--- config.mk ---
export PLATFORM = sky130hd
export DESIGN_NAME = led_pulse_stretcher
export DESIGN_NICKNAME = d
export VERILOG_FILES = /design/src/rtl/led_pulse_stretcher.sv
export SDC_FILE = /design/constraint.sdc
export NUM_CORES = 1
export LEC_CHECK = 0
export CORE_MARGIN = 2
export CORE_UTILIZATION = 64
export DETAILED_ROUTE_END_ITERATION = 6
export PLACE_DENSITY = 0.95
export SLEW_MARGIN = 20
export SYNTH_ARGS = -nofsm -noshare
export SYNTH_HDL_FRONTEND = slang
export SYNTH_SLANG_ARGS = --single-unit
--- constraint.sdc ---
create_clock -name i_Clk -period 6.3 [get_ports i_Clk]
set_input_delay 1.26 -clock i_Clk [delete_from_list [all_inputs] [get_ports i_Clk]]
set_output_delay 1.26 -clock i_Clk [all_outputs]
set_load 0.02 [all_outputs]
--- src/rtl/led_pulse_stretcher.sv ---
// LED pulse stretcher: turns single-cycle events into visible blinks,
// with queued events held in a saturating pending counter.
module led_pulse_stretcher #(
    parameter int ON_CYCLES  = 2500000,
    parameter int GAP_CYCLES = 2500000,
    parameter int PEND_W     = 3
) (
    input  logic              i_Clk,
    input  logic              i_Rst_L,
    input  logic              i_Event,
    output logic              o_LED,
    output logic              o_Busy,
    output logic [PEND_W-1:0] o_Pending,
    output logic              o_Overflow
);

    localparam int MAX_DUR = (ON_CYCLES > GAP_CYCLES) ? ON_CYCLES : GAP_CYCLES;
    localparam int CNT_W   = $clog2(MAX_DUR + 1);

    localparam logic [CNT_W-1:0]  ON_LOAD  = CNT_W'(ON_CYCLES - 1);
    localparam logic [CNT_W-1:0]  GAP_LOAD = CNT_W'(GAP_CYCLES - 1);
    localparam logic [CNT_W-1:0]  CNT_ONE  = CNT_W'(1);
    localparam logic [PEND_W-1:0] PEND_ONE = PEND_W'(1);
    localparam logic [PEND_W-1:0] MAX_PEND = '1;

    typedef enum logic [1:0] {
        S_IDLE,
        S_ON,
        S_GAP
    } state_t;

    state_t            r_state;
    state_t            w_state_nxt;
    logic [CNT_W-1:0]  r_cnt;
    logic [CNT_W-1:0]  w_cnt_nxt;
    logic [PEND_W-1:0] r_pend;
    logic [PEND_W-1:0] w_pend_nxt;
    logic              r_led;
    logic              r_ovf;
    logic              w_start;
    logic              w_cnt_done;
    logic              w_has_pend;
    logic              w_drop;
    logic              w_accept;

    assign w_cnt_done = (r_cnt == '0);
    assign w_has_pend = (r_pend != '0);

    always_comb begin
        w_state_nxt = r_state;
        w_cnt_nxt   = r_cnt;
        w_start     = 1'b0;
        unique case (r_state)
            S_IDLE: begin
                if (w_has_pend) begin
                    w_start     = 1'b1;
                    w_state_nxt = S_ON;
                    w_cnt_nxt   = ON_LOAD;
                end
            end
            S_ON: begin
                if (w_cnt_done) begin
                    w_state_nxt = S_GAP;
                    w_cnt_nxt   = GAP_LOAD;
                end else begin
                    w_cnt_nxt = r_cnt - CNT_ONE;
                end
            end
            S_GAP: begin
                if (!w_cnt_done) begin
                    w_cnt_nxt = r_cnt - CNT_ONE;
                end else if (w_has_pend) begin
                    // Back-to-back blink: skip IDLE to keep the period exact
                    w_start     = 1'b1;
                    w_state_nxt = S_ON;
                    w_cnt_nxt   = ON_LOAD;
                end else begin
                    w_state_nxt = S_IDLE;
                    w_cnt_nxt   = '0;
                end
            end
            default: begin
                w_state_nxt = S_IDLE;
                w_cnt_nxt   = '0;
            end
        endcase
    end

    // A full counter still accepts an event when a blink frees a slot
    assign w_drop   = i_Event && (r_pend == MAX_PEND) && !w_start;
    assign w_accept = i_Event && !w_drop;

    always_comb begin
        w_pend_nxt = r_pend;
        if (w_accept && !w_start) begin
            w_pend_nxt = r_pend + PEND_ONE;
        end else if (!w_accept && w_start) begin
            w_pend_nxt = r_pend - PEND_ONE;
        end
    end

    always_ff @(posedge i_Clk or negedge i_Rst_L) begin
        if (!i_Rst_L) begin
            r_state <= S_IDLE;
            r_cnt   <= '0;
            r_pend  <= '0;
            r_led   <= 1'b0;
            r_ovf   <= 1'b0;
        end else begin
            r_state <= w_state_nxt;
            r_cnt   <= w_cnt_nxt;
            r_pend  <= w_pend_nxt;
            r_led   <= (w_state_nxt == S_ON);
            if (w_drop) begin
                r_ovf <= 1'b1;
            end
        end
    end

    assign o_LED      = r_led;
    assign o_Busy     = (r_state != S_IDLE) || w_has_pend;
    assign o_Pending  = r_pend;
    assign o_Overflow = r_ovf;

endmodule

---- Word-level counts from Yosys, hierarchy flattened ----
Cells that the tools add are included.
operators by class
  reduce and logical (&&, ||, !) cells .... 14
  equality and inequality tests ........... 5
  add/subtract/negate cells ............... 3
  muxes and demuxes ....................... 15
operator list
  cell                                                 number
  2-to-1 mux 22 bit                                    4
  case mux 22 bit (3 select lines)                     1
  zero test 22 bit                                     1
  subtractor 22 x 1 -> 22 bit, second input constant   1
  2-to-1 mux 2 bit                                     3
  2-to-1 mux 3 bit                                     2
  case mux 2 bit (3 select lines)                      1
  logical AND 1 bit                                    5
  equality test 2 x 1 -> 1 bit, second input constant  2
  nonzero test 2 bit                                   2
  adder 3 x 1 -> 3 bit, second input constant          1
  equality test 3 bit, second input constant           1
  zero test 1 bit                                      3
  2-to-1 mux 1 bit                                     3
  nonzero test 3 bit                                   1
  subtractor 3 x 1 -> 3 bit, second input constant     1
  equality test 2 bit, second input constant           1
  zero test 2 bit                                      1
  inequality test 2 bit, second input constant         1
  case mux 1 bit (2 select lines)                      1
  logical OR 1 bit                                     1
storage, ports and cells
  output and inout bits ................... 6
  word-level logic and storage cells ...... 42
  register bits after elaboration ......... 29

---- Longest topological paths before layout ----
Gate-level depths: netlist of the first run.
  word-level depth ........................ 12
  gate-level depth with buffers ........... 14
  depth with buffers taken out ............ 13

---- Worst setup path before layout of the first run ----
OpenSTA, ideal clock, no wires.
  path kind ............................... register -> register
  start point ............................. register r_cnt[13]
  end point ............................... register r_pend[2] (netlist: o_Pending[2])
  data required time ...................... 6.220 ns
  arrival ................................. 2.866 ns
  period minus slack after synthesis ...... 2.946 ns
  slack ................................... 3.354 ns
  stages on the path, launching flop included .. 14
  cells stage by stage .................... dfrtp_1 > buf_2 > or4_1 > buf_2 > nor4_4 > nand2_1 > a21oi_1 > o21a_1 > ha_1 > inv_1 > fa_1 > xor2_1 > nor2_1 > xor2_1
on the way
  word-level cells in the longest chain between the ends .. 10
  elaborated cells on any way between the ends .. 12
  those cells by class .................... mux (3); reduce/logical (9)
ends and longest elaborated chain
  element                              RTL line  source
  start: declaration                   34        logic [CNT_W-1:0] r_cnt;
  start signal: assignment             111       r_cnt <= w_cnt_nxt;
  zero test 22 bit (*)                 46        assign w_cnt_done = (r_cnt == '0);
  2-to-1 mux 1 bit (*)                 70        if (!w_cnt_done) begin
  case mux 1 bit (2 select lines) (*)  53        unique case (r_state)
  zero test 1 bit                      90, 95
  logical AND 1 bit                    90        assign w_drop = i_Event && (r_pend == MAX_PEND) && !w_start;
  zero test 1 bit                      91        assign w_accept = i_Event && !w_drop;
  logical AND 1 bit                    91
  zero test 1 bit                      97        end else if (!w_accept && w_start) begin
  logical AND 1 bit                    97
  nonzero test 2 bit (no line)         -
  end signal: assignment               112       r_pend <= w_pend_nxt;
  end: declaration                     36        logic [PEND_W-1:0] r_pend;
Mark *: on every way between the ends. The rest lies on a longest branch, timed or not.
A chain may end at the register's enable or synchronous reset.

---- Worst setup path after layout of the first run ----
  start point ............................. register r_state[0]
  end point ............................... output port o_Busy
on the way
  word-level cells in the longest chain between the ends .. 2
ends and longest elaborated chain
  element                   RTL line  source
  start: declaration        32        state_t r_state;
  start signal: assignment  110       r_state <= w_state_nxt;
  nonzero test 2 bit        121       assign o_Busy = (r_state != S_IDLE) || w_has_pend;
  logical OR 1 bit          121
  end: declaration          12        output logic o_Busy,
No other way between the ends.

==> impl_metrics.json, run 1 <==
{
  "clock-sinks": 29,
  "pre_cts_slack_ns": 2.52,
  "remaining_drc_errors": 0,
  "period_needed_ns": 4.23,
  "grt_usage_pct": 28.1,
  "power_density_nw_per_um2": 223,
  "end_kind": "output pin",
  "drv_cap": 0,
  "final_cell_count_no_fill": 227,
  "crit_chain": "or2_2 > nor2_1 > inv_1 > clkdlybuf4s50_1",
  "grt_max_degree": 30,
  "rows": 18,
  "yosysSeqAreaShare_pct": 41.5,
  "synthCells": 189,
  "worstPathRequired_ns": 5.04,
  "dp_cells": 219,
  "critPathMaxStageDelay_ns": 0.65,
  "die_y_um": 56.3,
  "hold_violations": 0,
  "drive_gt1_share_pct": 7.11,
  "ir_drop_uv": 293,
  "vias_per_cell": 6.96,
  "comb_power_share_pct": 22.5,
  "cts_setup_buffers": 0,
  "startpoint_type": "register",
  "ant_nets": 0,
  "syn_avg_cell_area_um2": 9.25,
  "setup_slack_ns": 2.07,
  "die_w_um": 56.3,
  "grt_pass1_wl_mm": 6.90,
  "insertion_delay_ns": 0.33,
  "fin_skew_ns": 0.0116,
  "pwr-share-seq_pct": 52.5,
  "drt-total-wl_mm": 3.93,
  "total_leakage_power_nw": 0.673,
  "ys_types": 46,
  "outcome": "finished clean",
  "finalNetCount": 202,
  "io_buffer_count": 8,
  "diodes": 0,
  "htree_levels": 2,
  "place.gp.congestion": 0.968,
  "finalPower_w": 0.000420,
  "cts_tree": "built",
  "fillers": 191,
  "synth-seq-cells": 29,
  "syn_nets": 195,
  "dr.pass1.iters": 5,
  "r2r_cells": 11,
  "synth_edf_count": 0,
  "drv_slew": 0,
  "clock.fmax_mhz": 237,
  "relSlewSlack_pct": 49.5,
  "slowest_stage": "clkdlybuf4s50_1",
  "internal_power_w": 0.000292,
  "path_depth": 4,
  "clockBufferDepth": 2,
  "first_global_vias": 1534,
  "syn2layout_area_growth_pct": 7.87,
  "final_util_pct": 74.1,
  "clockPowerShare_pct": 25.1,
  "async_reset_ff_share_pct": 100,
  "io_pins": 9,
  "hold_depth": 1,
  "cts_resized": 0,
  "max_slew.worst_pin.slew_ns": 0.755,
  "worstSetupPathType": "register to output pin",
  "initial_utilization_pct": 68.7,
  "p_sw_share_pct": 30.5,
  "worst_ep_arrival_time_ns": 2.97,
  "root_buffer": "clkbuf_4",
  "vias": 1579,
  "hold_buffers": 0,
  "fin_setup_tns_ns": 0,
  "drt_iter0_markers": 125,
  "crit_family": "buffers and inverters",
  "synth_warnings": 0,
  "cts_made_buffers": 5,
  "cp_num_buf_inv": 2,
  "coreArea_um2": 2540,
  "path_max_fanout": 14,
  "path_clk_slew_ns": 0.08,
  "antenna_found_initial": 0,
  "wire_per_inst_um": 17.3,
  "ys.flop_type": "dfrtp_1",
  "syn_area_um2": 1750,
  "fin_crit_sh_pct": 67.1,
  "power_switching_w": 0.000128,
  "setup_viol_count_final": 0,
  "rsz0062_at_grt": "false",
  "hpwl_mm": 2.85,
  "hold_class": "register to register",
  "grt_overflow": 0,
  "dieArea_um2": 3170
}
-- cells in the mapped netlist (all sizes together), types with 3 or more instances --
master | instances | area share [%]
dfrtp | 29 | 41
nor2 | 17 | 3.8
nor3 | 14 | 4.0
o21ai | 14 | 4.0
a21oi | 11 | 3.1
nand2 | 10 | 2.1
nor4 | 9 | 4.1
clkbuf | 7 | 1.5
o21a | 7 | 3.0
inv | 6 | 1.3
a31oi | 5 | 1.8
or3 | 5 | 1.8
or4 | 5 | 2.4
a22o | 4 | 2.0
xnor2 | 4 | 2.0
a211oi | 3 | 1.3
a311oi | 3 | 1.5
o31ai | 3 | 2.1
-- cell type report --
type                    count  area (um2)  share of cell area, %
inverters                   6        22.5                   1.19
multi-input cells         145         965                   51.1
flip-flops and latches     29         726                   38.5
well taps                  30        37.5                   1.99
repair buffers              9        87.6                   4.64
clock buffers               8        48.8                   2.59
-- placed cells by master (no fill, tap or decap), types with 2 or more instances in the layout --
master           instances
or4_1                    4
xnor2_1                  4
mux2_2                   2
o31ai_1                  2
a22o_1                   4
a21o_1                   2
or3_1                    5
nand4b_1                 2
nor4_1                   8
xor2_1                   2
o211a_1                  2
a311oi_1                 3
o21a_1                   7
a211oi_1                 3
clkdlybuf4s50_1          8
o31a_1                   2
a21oi_1                 11
clkbuf_4                 5
dfrtp_1                 29
a31oi_1                  5
nor3_1                  14
inv_1                    6
mux2i_1                  2
o21ai_0                 14
clkbuf_1                 3
ha_1                     2
nand2_1                 10
nor2_1                  16
-- cell families after synthesis --
| kind of cell | Yosys count | share of synthesized area [%] |
|---|---|---|
| AO/OA/AOI/OAI | 60 | 23.6 |
| adder cells (fa/ha/maj) | 3 | 2.57 |
| buffers and inverters | 15 | 3.36 |
| flip-flops | 29 | 41.5 |
| XOR/XNOR | 6 | 3.00 |
| multiplexers | 4 | 2.43 |
| AND/OR/NAND/NOR | 72 | 23.5 |
-- sequential cells by signal (all words and copies together) (netlist names) --
signal,flops
o_LED,1
o_Pending,3
r_state,2
o_Overflow,1
r_cnt,22
-- layer usage --
metal  track usage, %  part of all wire [%]
met5                0                     0
met4             13.3                   1.7
met3             11.5                   9.3
met2             40.8                    47
met1             36.6                    42
-- through the flow --
stage          cell area (um2)  hold WS, ns
2_1_floorplan             1750        0.477
6_report                  1890        0.489
3_3_place_gp              1840        0.462
5_1_grt                   1890        0.524
4_1_cts                   1890        0.491
3_5_place_dp              1840        0.468
-- power by group through the flow --
stage / Combinational, W / Clock [W] / Sequential (W)
final: 0.0000944 / 0.000105 / 0.000220
after global routing: 0.000102 / 0.000117 / 0.000225
after CTS: 0.0000948 / 0.000108 / 0.000220
after detailed placement: 0.0000944 / 0 / 0.000224
after global placement: 0.0000906 / 0 / 0.000221
after floorplan: 0.0000379 / 0 / 0.000236
-- final timing paths --
| kind | startpoint | end | slack [ns] |
|---|---|---|---|
| max reg2reg | r_cnt[13] | o_Pending[2] | 2.94 |
| min | o_Overflow | o_Overflow | 0.49 |
| max | r_state[0] | o_Busy | 2.07 |
| min reg2reg | o_Overflow | o_Overflow | 0.49 |
| min in group asynchronous | i_Rst_L | r_cnt[18] | 1.29 |
| max in group asynchronous | i_Rst_L | o_Pending[0] | 4.73 |
Note: power is estimated with default switching activity, not from simulation.
==> inputs of run 2 (changes only) <==
CORE_UTILIZATION = 59   (was 64)
PLACE_DENSITY = 0.91   (was 0.95)
clock period = 4.3 ns   (was 6.3 ns; I/O delays follow)
==> run 2 against run 1 <==
Compared with the run above:
- via count decreased by 1.0%
- global-route usage decreased by 1.7 points
- critical path depth increased by 1
- sequential power increased by 47%
- clock skew increased by 0.0026 ns
- total power increased by 48%
- sequential share of layout area decreased by 0.30 points
- core utilization decreased by 5.8 points
- final area increased by 0.80%
- largest cell class unchanged
==> impl_metrics.json, run 2 (synthesis gave the netlist of run 1 again) <==
{
  "place.gp.congestion": 0.939,
  "rsz0062_at_grt": "false",
  "reg2reg_slack_ns": 1.03,
  "dieArea_um2": 3420,
  "drt_iter0_markers": 118,
  "multi_input_area_um2": 965,
  "cts_setup_buffers": 0,
  "die_y_um": 58.5,
  "period_needed_ns": 3.34,
  "diodes": 0,
  "wl_met3_um": 271,
  "finalNetCount": 203,
  "syn2layout_area_growth_pct": 8.73,
  "grt_usage_pct": 26.5,
  "slowest_stage": "clkdlybuf4s50_1",
  "insertion_delay_ns": 0.32,
  "end_kind": "output pin",
  "ir_drop_uv": 349,
  "io_pins": 9,
  "maxUsedRoutingLayer": "met4",
  "endpoint": "o_Busy",
  "drv_slew": 0,
  "wire_per_inst_um": 17.9,
  "worst_r2r_startpoint": "r_cnt[13]",
  "drv_cap": 0,
  "fin_setup_tns_ns": 0,
  "grt_max_degree": 30,
  "clock-sinks": 29,
  "regMostFlops": "r_cnt",
  "startpoint_type": "register",
  "max_slew.worst_pin.slew_ns": 0.632,
  "htree_levels": 2,
  "cts_resized": 0,
  "power_density_nw_per_um2": 327,
  "grt_pass1_wl_mm": 6.84,
  "r2r_cells": 11,
  "remaining_drc_errors": 0,
  "path_clk_slew_ns": 0.09,
  "total_leakage_power_nw": 0.683,
  "io_buffer_count": 8,
  "crit_chain": "or2_2 > nor2_1 > buf_4 > inv_1 > clkdlybuf4s50_1",
  "drt-total-wl_mm": 4.07,
  "vias_per_cell": 6.86,
  "fin_crit_sh_pct": 77.7,
  "rows": 19,
  "initial_utilization_pct": 62.9,
  "cts_tree": "built",
  "hold_violations": 0,
  "cts_made_buffers": 5,
  "regArea_um2": 726,
  "crit_family": "buffers and inverters",
  "antenna_found_initial": 0,
  "layout_commonest_cell": "dfrtp_1",
  "hold_buffers": 0,
  "die_w_um": 58.5,
  "worst_ep_arrival_time_ns": 2.48,
  "startpoint": "r_state[1]",
  "root_buffer": "clkbuf_4",
  "critPathMaxStageDelay_ns": 0.69,
  "relSlewSlack_pct": 57.3,
  "fillers": 208,
  "grt_overflow": 0,
  "clockBufferDepth": 2,
  "path_depth": 5,
  "fin_skew_ns": 0.0142,
  "setup_viol_count_final": 0,
  "ant_nets": 0,
  "first_global_vias": 1564,
  "drive_gt1_share_pct": 8.12,
  "cp_num_buf_inv": 3,
  "worstPathRequired_ns": 3.44,
  "layout_common_cells": "dfrtp_1, nor2_1, nor3_1, o21ai_0, a21oi_1",
  "hpwl_mm": 2.92,
  "clock.fmax_mhz": 299,
  "vias": 1563,
  "fin_hold_ws_ns": 0.487,
  "wl_met2_mm": 1.95,
  "dr.pass1.iters": 5,
  "largest_register_ff_count": 22,
  "hold_class": "register to register",
  "coreArea_um2": 2780,
  "r2r_end": "o_Pending[2]",
  "outcome": "finished clean",
  "worstSetupPathType": "register to output pin",
  "path_max_fanout": 14,
  "m1WireLength_mm": 1.74
}
-- run 2: changes by cell type in the layout (fill, tap and decap cells not counted) --
cell | previous run | this run
buf_4 | 1 | 2
clkbuf_8 | 0 | 1
clkbuf_1 | 3 | 1
-- run 2: worst register-to-register path, cell delays in order (launching register included) --
cell and delay (ns):
dfrtp_1 0.46, or4_1 0.72, nor4_4 0.43, nand2_1 0.09, a21oi_1 0.27, o21a_1 0.18, ha_1 0.18, inv_1 0.06
fa_1 0.37, xor2_1 0.15, nor2_1 0.12, xor2_1 0.16
-- run 2: power breakdown --
| group | internal [W] | switching [W] | total (W) |
|---|---|---|---|
| clock network | 0.0000771 | 0.0000864 | 0.000163 |
| logic | 0.0000689 | 0.0000652 | 0.000134 |
| registers | 0.000292 | 0.0000323 | 0.000324 |
-- run 2: worst min path at each step --
stage	slack [ns]	depth (start not counted)	from	endpoint
floorplan	0.48	1	r_cnt[18]	r_cnt[18]
finish	0.49	1	o_Overflow	o_Overflow
detailed placement	0.47	1	o_Overflow	o_Overflow
global route	0.52	1	o_Overflow	o_Overflow
global placement	0.47	1	o_Overflow	o_Overflow
CTS	0.49	1	o_Overflow	o_Overflow
-- run 2: routing by layer --
metal | vias to the layer above | GRT usage (%)
li1 | 736 | -
met1 | 740 | 31.7
met2 | 74 | 43.8
met3 | 13 | 6.59
met4 | 0 | 14.0
met5 | - | 0
-- run 2: cell type report --
class | count | share of cell area (%)
well taps | 31 | 2.04
inverters | 6 | 1.18
clock buffers | 7 | 2.89
repair buffers | 10 | 5.00
flip-flops and latches | 29 | 38.2
multi-input cells | 145 | 50.7
-- run 2: through the flow --
step	std cells	area, um2	worst slack (ns)	total power [W]	utilization (%)
detailed placement	221	1850	1.07	0.000465	66.4
finish	228	1900	0.960	0.000622	68.4
CTS	228	1900	1.02	0.000626	68.4
global placement	221	1850	1.22	0.000457	66.4
floorplan	189	1750	1.35	0.000402	-
global route	228	1900	0.782	0.000652	68.4
